### config.mk
export PLATFORM = sky130hd
export DESIGN_NAME = instr_mem_loader_flat
export DESIGN_NICKNAME = d
export VERILOG_FILES = /design/src/rtl/instr_mem_loader_if.sv /design/src/rtl/instr_mem_loader.sv /design/src/flat_wrapper.sv
export SDC_FILE = /design/constraint.sdc
export NUM_CORES = 1
export LEC_CHECK = 0
export CAP_MARGIN = 10
export CORE_MARGIN = 2
export CORE_UTILIZATION = 40
export CTS_BUF_LIST = sky130_fd_sc_hd__clkbuf_8 sky130_fd_sc_hd__clkbuf_16
export DETAILED_ROUTE_END_ITERATION = 8
export GPL_TIMING_DRIVEN = 0
export PLACE_DENSITY = 0.67
export SYNTH_ARGS = -nofsm -noshare
export SYNTH_HDL_FRONTEND = slang
export SYNTH_SLANG_ARGS = --single-unit
### constraint.sdc
create_clock -name i_clk -period 2.8 [get_ports i_clk]
set_input_delay 0.56 -clock i_clk [delete_from_list [all_inputs] [get_ports i_clk]]
set_output_delay 0.56 -clock i_clk [all_outputs]
set_load 0.02 [all_outputs]
### src/rtl/instr_mem_loader_if.sv
// Byte-stream input and instruction-memory write port of the loader.
interface instr_mem_loader_if #(
    parameter int unsigned DATA_WIDTH = 32,
    parameter int unsigned ADDR_WIDTH = 32
);
    logic                  i_start;
    logic [7:0]            i_byte;
    logic                  i_byte_valid;
    logic                  i_byte_last;
    logic                  o_byte_ready;
    logic                  o_wr_en;
    logic [ADDR_WIDTH-1:0] o_wr_addr;
    logic [DATA_WIDTH-1:0] o_wr_data;
    logic                  o_busy;
    logic                  o_done;
    logic                  o_overflow;
    logic [ADDR_WIDTH-1:0] o_word_count;

    // Firmware source side: drives the byte stream, observes the loader.
    modport master (
        output i_start, i_byte, i_byte_valid, i_byte_last,
        input  o_byte_ready, o_wr_en, o_wr_addr, o_wr_data,
        input  o_busy, o_done, o_overflow, o_word_count
    );

    // Loader side.
    modport slave (
        input  i_start, i_byte, i_byte_valid, i_byte_last,
        output o_byte_ready, o_wr_en, o_wr_addr, o_wr_data,
        output o_busy, o_done, o_overflow, o_word_count
    );
endinterface

### src/rtl/instr_mem_loader.sv
// Packs a big-endian firmware byte stream into 32-bit words and writes them
// to instruction memory, flagging completion or overflow of the memory.
module instr_mem_loader #(
    parameter int unsigned DATA_WIDTH     = 32,
    parameter int unsigned ADDR_WIDTH     = 32,
    parameter int unsigned ROM_BLOCKS_NUM = 256
) (
    input  logic               i_clk,
    input  logic               i_rst_n,
    instr_mem_loader_if.slave  bus
);
    localparam int unsigned CNT_WIDTH = 2;

    typedef enum logic [2:0] {
        IDLE    = 3'd0,
        COLLECT = 3'd1,
        WRITE   = 3'd2,
        DONE    = 3'd3,
        ERR     = 3'd4
    } state_t;

    state_t                state;
    state_t                state_nx;
    logic [ADDR_WIDTH-1:0] addr,       addr_nx;
    logic [CNT_WIDTH-1:0]  byte_cnt,   byte_cnt_nx;
    logic [DATA_WIDTH-1:0] asm_word,   asm_word_nx;
    logic                  last_seen,  last_seen_nx;
    logic [ADDR_WIDTH-1:0] word_count, word_count_nx;
    logic                  done,       done_nx;
    logic                  overflow,   overflow_nx;
    logic                  wr_en,      wr_en_nx;
    logic [ADDR_WIDTH-1:0] wr_addr,    wr_addr_nx;
    logic [DATA_WIDTH-1:0] wr_data,    wr_data_nx;
    logic                  byte_ready, byte_ready_nx;
    logic                  busy,       busy_nx;
    logic                  accept;
    logic                  addr_at_end;

    assign accept      = (state == COLLECT) && bus.i_byte_valid;
    assign addr_at_end = (addr == ADDR_WIDTH'(ROM_BLOCKS_NUM - 1));

    // State register.
    always_ff @(posedge i_clk or negedge i_rst_n) begin
        if (!i_rst_n) begin
            state <= IDLE;
        end else begin
            state <= state_nx;
        end
    end

    // Next-state, datapath and registered-output next values.
    always_comb begin
        state_nx      = state;
        addr_nx       = addr;
        byte_cnt_nx   = byte_cnt;
        asm_word_nx   = asm_word;
        last_seen_nx  = last_seen;
        word_count_nx = word_count;
        done_nx       = done;
        overflow_nx   = overflow;
        wr_addr_nx    = wr_addr;
        wr_data_nx    = wr_data;

        case (state)
            IDLE, DONE, ERR: begin
                if (bus.i_start) begin
                    state_nx      = COLLECT;
                    addr_nx       = '0;
                    byte_cnt_nx   = '0;
                    asm_word_nx   = '0;
                    last_seen_nx  = 1'b0;
                    word_count_nx = '0;
                    done_nx       = 1'b0;
                    overflow_nx   = 1'b0;
                end
            end
            COLLECT: begin
                if (accept) begin
                    // Lanes not yet filled stay zero because the word was cleared.
                    case (byte_cnt)
                        2'd0:    asm_word_nx[31:24] = bus.i_byte;
                        2'd1:    asm_word_nx[23:16] = bus.i_byte;
                        2'd2:    asm_word_nx[15:8]  = bus.i_byte;
                        default: asm_word_nx[7:0]   = bus.i_byte;
                    endcase
                    byte_cnt_nx  = byte_cnt + CNT_WIDTH'(1);
                    last_seen_nx = bus.i_byte_last;
                    if (bus.i_byte_last || (byte_cnt == 2'd3)) begin
                        state_nx = WRITE;
                    end
                end
            end
            WRITE: begin
                word_count_nx = word_count + ADDR_WIDTH'(1);
                byte_cnt_nx   = '0;
                asm_word_nx   = '0;
                if (last_seen) begin
                    state_nx = DONE;
                    done_nx  = 1'b1;
                end else if (addr_at_end) begin
                    state_nx    = ERR;
                    overflow_nx = 1'b1;
                end else begin
                    state_nx = COLLECT;
                    addr_nx  = addr + ADDR_WIDTH'(1);
                end
            end
            default: state_nx = IDLE;
        endcase

        wr_en_nx      = (state_nx == WRITE);
        byte_ready_nx = (state_nx == COLLECT);
        busy_nx       = (state_nx == COLLECT) || (state_nx == WRITE);
        if (state_nx == WRITE) begin
            wr_addr_nx = addr_nx;
            wr_data_nx = asm_word_nx;
        end
    end

    // Datapath and output registers.
    always_ff @(posedge i_clk or negedge i_rst_n) begin
        if (!i_rst_n) begin
            addr       <= '0;
            byte_cnt   <= '0;
            asm_word   <= '0;
            last_seen  <= 1'b0;
            word_count <= '0;
            done       <= 1'b0;
            overflow   <= 1'b0;
            wr_en      <= 1'b0;
            wr_addr    <= '0;
            wr_data    <= '0;
            byte_ready <= 1'b0;
            busy       <= 1'b0;
        end else begin
            addr       <= addr_nx;
            byte_cnt   <= byte_cnt_nx;
            asm_word   <= asm_word_nx;
            last_seen  <= last_seen_nx;
            word_count <= word_count_nx;
            done       <= done_nx;
            overflow   <= overflow_nx;
            wr_en      <= wr_en_nx;
            wr_addr    <= wr_addr_nx;
            wr_data    <= wr_data_nx;
            byte_ready <= byte_ready_nx;
            busy       <= busy_nx;
        end
    end

    assign bus.o_byte_ready = byte_ready;
    assign bus.o_wr_en      = wr_en;
    assign bus.o_wr_addr    = wr_addr;
    assign bus.o_wr_data    = wr_data;
    assign bus.o_busy       = busy;
    assign bus.o_done       = done;
    assign bus.o_overflow   = overflow;
    assign bus.o_word_count = word_count;
endmodule

### src/flat_wrapper.sv
// flat-port wrapper written by rule: the top's interface ports become plain ports
module instr_mem_loader_flat 
#(
    parameter int unsigned DATA_WIDTH     = 32,
    parameter int unsigned ADDR_WIDTH     = 32,
    parameter int unsigned ROM_BLOCKS_NUM = 256
)
  (i_clk, i_rst_n, bus_i_start, bus_i_byte, bus_i_byte_valid, bus_i_byte_last, bus_o_byte_ready, bus_o_wr_en, bus_o_wr_addr, bus_o_wr_data, bus_o_busy, bus_o_done, bus_o_overflow, bus_o_word_count);
  instr_mem_loader_if #(.DATA_WIDTH(DATA_WIDTH), .ADDR_WIDTH(ADDR_WIDTH)) bus_i ();
  input  logic i_clk;
  input  logic i_rst_n;
  input wire logic [$bits(bus_i.i_start)-1:0] bus_i_start;
  input wire logic [$bits(bus_i.i_byte)-1:0] bus_i_byte;
  input wire logic [$bits(bus_i.i_byte_valid)-1:0] bus_i_byte_valid;
  input wire logic [$bits(bus_i.i_byte_last)-1:0] bus_i_byte_last;
  output wire logic [$bits(bus_i.o_byte_ready)-1:0] bus_o_byte_ready;
  output wire logic [$bits(bus_i.o_wr_en)-1:0] bus_o_wr_en;
  output wire logic [$bits(bus_i.o_wr_addr)-1:0] bus_o_wr_addr;
  output wire logic [$bits(bus_i.o_wr_data)-1:0] bus_o_wr_data;
  output wire logic [$bits(bus_i.o_busy)-1:0] bus_o_busy;
  output wire logic [$bits(bus_i.o_done)-1:0] bus_o_done;
  output wire logic [$bits(bus_i.o_overflow)-1:0] bus_o_overflow;
  output wire logic [$bits(bus_i.o_word_count)-1:0] bus_o_word_count;
  assign bus_i.i_start = bus_i_start;
  assign bus_i.i_byte = bus_i_byte;
  assign bus_i.i_byte_valid = bus_i_byte_valid;
  assign bus_i.i_byte_last = bus_i_byte_last;
  assign bus_o_byte_ready = bus_i.o_byte_ready;
  assign bus_o_wr_en = bus_i.o_wr_en;
  assign bus_o_wr_addr = bus_i.o_wr_addr;
  assign bus_o_wr_data = bus_i.o_wr_data;
  assign bus_o_busy = bus_i.o_busy;
  assign bus_o_done = bus_i.o_done;
  assign bus_o_overflow = bus_i.o_overflow;
  assign bus_o_word_count = bus_i.o_word_count;
  instr_mem_loader #(.DATA_WIDTH(DATA_WIDTH), .ADDR_WIDTH(ADDR_WIDTH), .ROM_BLOCKS_NUM(ROM_BLOCKS_NUM)) u_core (.i_clk(i_clk), .i_rst_n(i_rst_n), .bus(bus_i));
endmodule
After elaboration in Yosys (flattened, before gate mapping)
Index checks and enable logic that the tools add are counted.
- flip-flop bits (word level): 171
- bits of input ports: 13
- output and inout port bits: 101
- logic and storage cells: 76
- add/subtract/negate cells: 3
- equality and inequality tests: 15
- multiplexer cells: 30
- reductions and logical operators: 15
- operators with widths (kind ; count):
    32-bit two-way mux ; 6
    32-bit one-hot mux with 2 select lines ; 2
    32-bit one-hot mux with 3 select lines ; 1
    32-bit by 1-bit adder with 32-bit output, second input constant ; 2
    32-bit by 8-bit == test with 1-bit output, second input constant ; 1
    8-bit two-way mux ; 4
    3-bit two-way mux ; 5
    3-bit by 2-bit == test with 1-bit output, second input constant ; 3
    3-bit one-hot mux with 3 select lines ; 1
    3-bit AND reduction ; 3
    3-bit by 1-bit == test with 1-bit output, second input constant ; 2
    2-bit by 1-bit inequality test with 1-bit output, second input constant ; 3
    1-bit one-hot mux with 2 select lines ; 3
    2-bit one-hot mux with 3 select lines ; 1
    3-bit OR reduction ; 2
    1-bit two-way mux ; 5
    2-bit == test, second input constant ; 2
    2-bit two-way mux ; 2
    2-bit inequality test, second input constant ; 2
    4-bit AND reduction ; 1
    2-bit nonzero test ; 2
    3-bit == test, second input constant ; 1
    3-bit logical NOT ; 1
    3-bit nonzero test ; 1
    6 further kinds ; 7

Longest topological paths before layout
- depth in word-level cells: 7
- mapped depth: 8
- depth with buffers taken out: 7

Worst setup path before layout
OpenSTA, ideal clock, no wires.
- kind: register to register
- start point: register u_core.addr[0]
- end point: register u_core.addr[17]
- setup time: 138 ps
- data arrival time: 1962 ps
- required time: 2662 ps
- slack: 700 ps
- stages on the path, launching flop included: 8
- path buffers: 1
- period minus slack after synthesis: 2100 ps
- cell sequence: dfrtp_1 -> ha_1 -> nand4_1 -> or3_1 -> o31a_1 -> buf_2 -> a41oi_1 -> a31oi_1
- longest elaborated chain between the ends: 4
- elaborated cells on any way between the ends: 5
- those cells by class: add/sub: 1; eq/ne: 1; mux: 3
- RTL lines (element ; line ; text):
    start: declaration ; instr_mem_loader.sv:24 ; logic [ADDR_WIDTH-1:0] addr, addr_nx;
    start signal: assignment ; instr_mem_loader.sv:136 ; addr <= addr_nx;
    32-bit by 1-bit adder with 32-bit output / 32-bit by 8-bit == test with 1-bit output (equally long branches) ; instr_mem_loader.sv:105, instr_mem_loader.sv:40 ;
    32-bit two-way mux (*) ; instr_mem_loader.sv:100 ; end else if (addr_at_end) begin
    32-bit two-way mux (*) ; instr_mem_loader.sv:97 ; if (last_seen) begin
    32-bit one-hot mux with 2 select lines (*) ; instr_mem_loader.sv:64 ; case (state)
    named net u_core.addr_nx[17] ; instr_mem_loader.sv:24 ;
Mark *: on every way through the listed nets, which the timed path passes. The rest lies on a longest branch.
A chain may end at the register's enable or synchronous reset.

Worst setup path after layout
- start point: register u_core.addr[0]
- end point: register u_core.busy (netlist: u_core.bus.o_busy)
- longest elaborated chain between the ends: 6
- elaborated cells on any way between the ends: 7
- those cells by class: eq/ne: 3; mux: 3; reduce/logical: 1
- RTL lines (element ; line ; text):
    32-bit by 8-bit == test with 1-bit output (*) ; instr_mem_loader.sv:40 ; assign addr_at_end = (addr == ADDR_WIDTH'(ROM_BLOCKS_NUM - 1));
    3-bit two-way mux (*) ; instr_mem_loader.sv:100 ;
    3-bit two-way mux (*) ; instr_mem_loader.sv:97 ;
    3-bit one-hot mux with 3 select lines (*) ; instr_mem_loader.sv:64 ;
    3-bit by 1-bit == test with 1-bit output / 3-bit by 2-bit == test with 1-bit output (equally long branches) ; instr_mem_loader.sv:113 ; busy_nx = (state_nx == COLLECT) || (state_nx == WRITE);
    1-bit logical OR (*) ; instr_mem_loader.sv:113 ;
    named net u_core.busy_nx ; instr_mem_loader.sv:35 ; logic busy, busy_nx;
    end signal: assignment ; instr_mem_loader.sv:147 ; busy <= busy_nx;
    end: declaration ; instr_mem_loader.sv:35 ;
Marked as above.

==> flow_summary.toml <==
[grt]
grtUsageMet1 = 0.292
antenna_found_initial = 1
global_route.overflow_total = 0
grt_first_pass_wirelength_um = 31900
first_global_vias = 5887
pin_count_of_the_biggest_net_entering_global_routing = 98
busiest_layer = "met2"
global_route_total_usage_across_every_layer = 0.203
grtUsageMet3 = 0.0542
use_met2 = 0.304

[timing]
report.final.hold_viol_count = 0
clock.fmax_ghz = 0.378
grt_setup_unrepaired = "no"
setup_viol = 0
period_share = 0.945
slew_violations = 0
tightestPinTransition_ps = 929
slew-limit-headroom = 0.376
finalSetupTns_ps = 0
final.min_clock_period_ps = 2650
finalClockSkew_ps = 11.5

[synth]
syn-cell-area_sq_mm = 0.00764
main_combinational_cell_family_by_area_after_synthesis = "simple AND/OR/NAND/NOR gates"
postSynthAreaPerCell_sq_um = 10.5
synth_adder_area_share = 0.0115
mappedNetlistNets = 746
synthesis.instances = 726
synth-async-reset-ratio = 1.00
synth.area.top_cells = "dfrtp_1 (56%), nand2_1 (6.3%), mux2_2 (5.0%)"
yosys.area_share.xor_xnor = 0.00115
synth_area_leader_cell = "dfrtp_1"
yosys_warnings = 0
synth_cell_type_count = 60
yosys_most_used_dff = "dfrtp_1"
synth_simple_gate_area_frac = 0.182
synth_enable_flop_cells = 0
share_of_cell_area_taken_by_muxes_after_synthesis = 0.0698
synthTopCellsByCount = "dfrtp_1 (171), nand2_1 (128), o21ai_0 (53)"
synthMostInstantiatedCell = "dfrtp_1"
synth-compound-area-share = 0.146
synth_sequential_area_ratio = 0.560
synth_top_area_frac = 0.560
postSynthRegisterBits = 171

[power]
power_share_of_the_sequential_group = 0.395
clock_power_share = 0.265
p_int_mw = 5.35
power_switching_mw = 3.07
worst_ir_drop_vdd_mv = 0.522
cellPowerDensity_mw_per_mm2 = 873
p_leak_nw = 4.34
power.combinational.fraction = 0.339
total_power_mw = 8.43
power_switching_share = 0.365

[worst_setup_path]
critPathLaunch = "u_core.addr[0]$_DFF_PN0_"
timing.critical_path.to_type = "flip-flop"
worst-path-max-fanout = 10
rr_startpoint = "u_core.addr[0]$_DFF_PN0_"
critical_path_required_ps = 3050
r2r-end = "u_core.bus.o_busy$_DFF_PN0_"
ff2ff_path_depth = 6
timing.reg2reg.setup_slack_ps = 150
crit_arrival_ps = 2900
setup.worst_path.start_class = "flip-flop"
worst-setup-path-type = "flip-flop to flip-flop"

[route]
drt-pass1-iter-count = 5
dr_vias_cell = 5.61
final_antenna_net_count = 0
route.final.wire_length_um = 20000
wl_per_cell_um = 18.1
detail_route.iter0.violations = 529
post-route-drc-count = 0
vias = 6207

[floorplanning]
fp.dieArea_sq_mm = 0.0202
std_cell_rows = 50
dieHeight_um = 142
floorplan.initialDensity = 0.408
ioPinCount = 114
core_area_sq_mm = 0.0187
die_w_um = 142

[clock_network]
cts_htree_levels = 4
clk_root_buffer_cell = "clkbuf_16"
clk_latency_ps = 430
cts_buffer_depth = 2
clock_sinks = 171
cts.clk_slew.worst_paths_ps = 70
postCtsSetupRepairBufs = 0
clock_tree_from_tritoncts = "done"
cts_inserted_buffers = 17

[placed_design]
portBuffers = 113
gp_congestion = 0.874
detailed_place_hpwl_um = 13800

[layout]
n_fill_cell = 1711
final_nets = 879
area.growth.synth_to_final_pct = 26.4
finalCoreUtilization = 0.516
drive_above_1_share = 0.114

[worst_hold_path]
hold_path_class = "input port to asynchronous set/reset pin"

[run]
drv.max_cap_violation_count = 0

[run_status]
run_status = "complete, no violations"
-- power groups by stage --
stage | logic [mW] | clock network (mW) | registers, mW
after floorplan | 1.24 | 0 | 3.70
after global placement | 2.81 | 0 | 3.38
after detailed placement | 2.84 | 0 | 3.37
after CTS | 2.86 | 2.28 | 3.34
after global routing | 3.09 | 2.39 | 3.41
final | 2.86 | 2.23 | 3.33
-- cell usage in the layout, fill, tap and decap left out, types with 12 or more instances in the layout --
cell / instances
o21ai_0: 53
mux2_2: 34
clkbuf_16: 17
mux2i_1: 15
and3_1: 12
nor2_1: 33
inv_1: 16
a31oi_1: 18
nand3_1: 34
nand2_1: 128
clkbuf_1: 21
a21oi_1: 17
clkdlybuf4s50_1: 112
nand4_1: 20
a22o_1: 32
dfrtp_1: 171
-- logic make-up after synthesis --
group / count (synthesis)
DFF: 171
adders and majority gates: 7
xor gates and xnor gates: 1
and+or+nand+nor: 280
muxes: 49
AOI/OAI and AO/OA: 166
buffers and inverters: 52
-- layout make-up --
type                    instances  area (sq um)  share of cell area
flip-flops and latches        171          4280               0.443
multi-input cells             503          3140               0.325
repair buffers                114          1160               0.121
clock buffers                  18           439              0.0455
well taps                     234           293              0.0303
plain buffers                  36           164              0.0170
clock inverters                14           114              0.0118
inverters                      16          60.1             0.00622
diodes                          1          2.50            0.000259
-- through the flow --
stage / std cells / setup WS [ps] / hold WS [ps] / area [sq um]
final: 1107 / 154 / 84.4 / 9650
after global routing: 1106 / 1.70 / 126 / 9650
after CTS: 1106 / 215 / 114 / 9650
after detailed placement: 1074 / -174 / 460 / 9090
after global placement: 1073 / -6010 / 449 / 9060
after floorplan: 726 / 700 / 264 / 7640
-- registers in the layout, indices dropped and copies added, names as in the netlist --
signal,flops
u_core.asm_word,32
u_core.bus.o_byte_ready,1
u_core.bus.o_overflow,1
u_core.bus.o_wr_en,1
u_core.bus.o_wr_addr,32
u_core.state,3
u_core.last_seen,1
u_core.addr,32
u_core.bus.o_wr_data,32
u_core.bus.o_done,1
u_core.bus.o_word_count,32
u_core.byte_cnt,2
u_core.bus.o_busy,1
-- worst max-delay path by stage --
stage                                                          to  slack, ps  cells after the start
after CTS                               u_core.addr[19]$_DFF_PN0_        210                      7
after global placement    u_core.bus.o_word_count[17]$_DFFE_PN0P_      -6010                      1
after global routing                  u_core.bus.o_busy$_DFF_PN0_          2                      6
after detailed placement                u_core.addr[22]$_DFF_PN0_       -170                      7
after floorplan                         u_core.addr[17]$_DFF_PN0_        700                      7
final                                 u_core.bus.o_busy$_DFF_PN0_        150                      6
-- what timing repair did --
item,4_1_cts,5_1_grt
gates resized for setup,0,1
hold buffers,0,0
endpoints found under the setup margin,0,4
-- critical path, cell delays in order (launching register included) --
cell	delay [ps]
dfrtp_1	480
ha_1	310
nand4_1	260
or3_1	450
nor3_2	590
o211a_1	260
o21ai_0	120
-- layer usage --
| layer | vias up | routed length [um] | part of all wire |
|---|---|---|---|
| met1 | 3034 | 9280 | 0.46 |
| met2 | 219 | 8960 | 0.45 |
| met4 | 0 | 302 | 0.015 |
| met3 | 31 | 1460 | 0.073 |
| met5 | - | 0 | 0 |
| li1 | 2923 | - | - |
No activity file was read; power rests on OpenSTA's default activity.
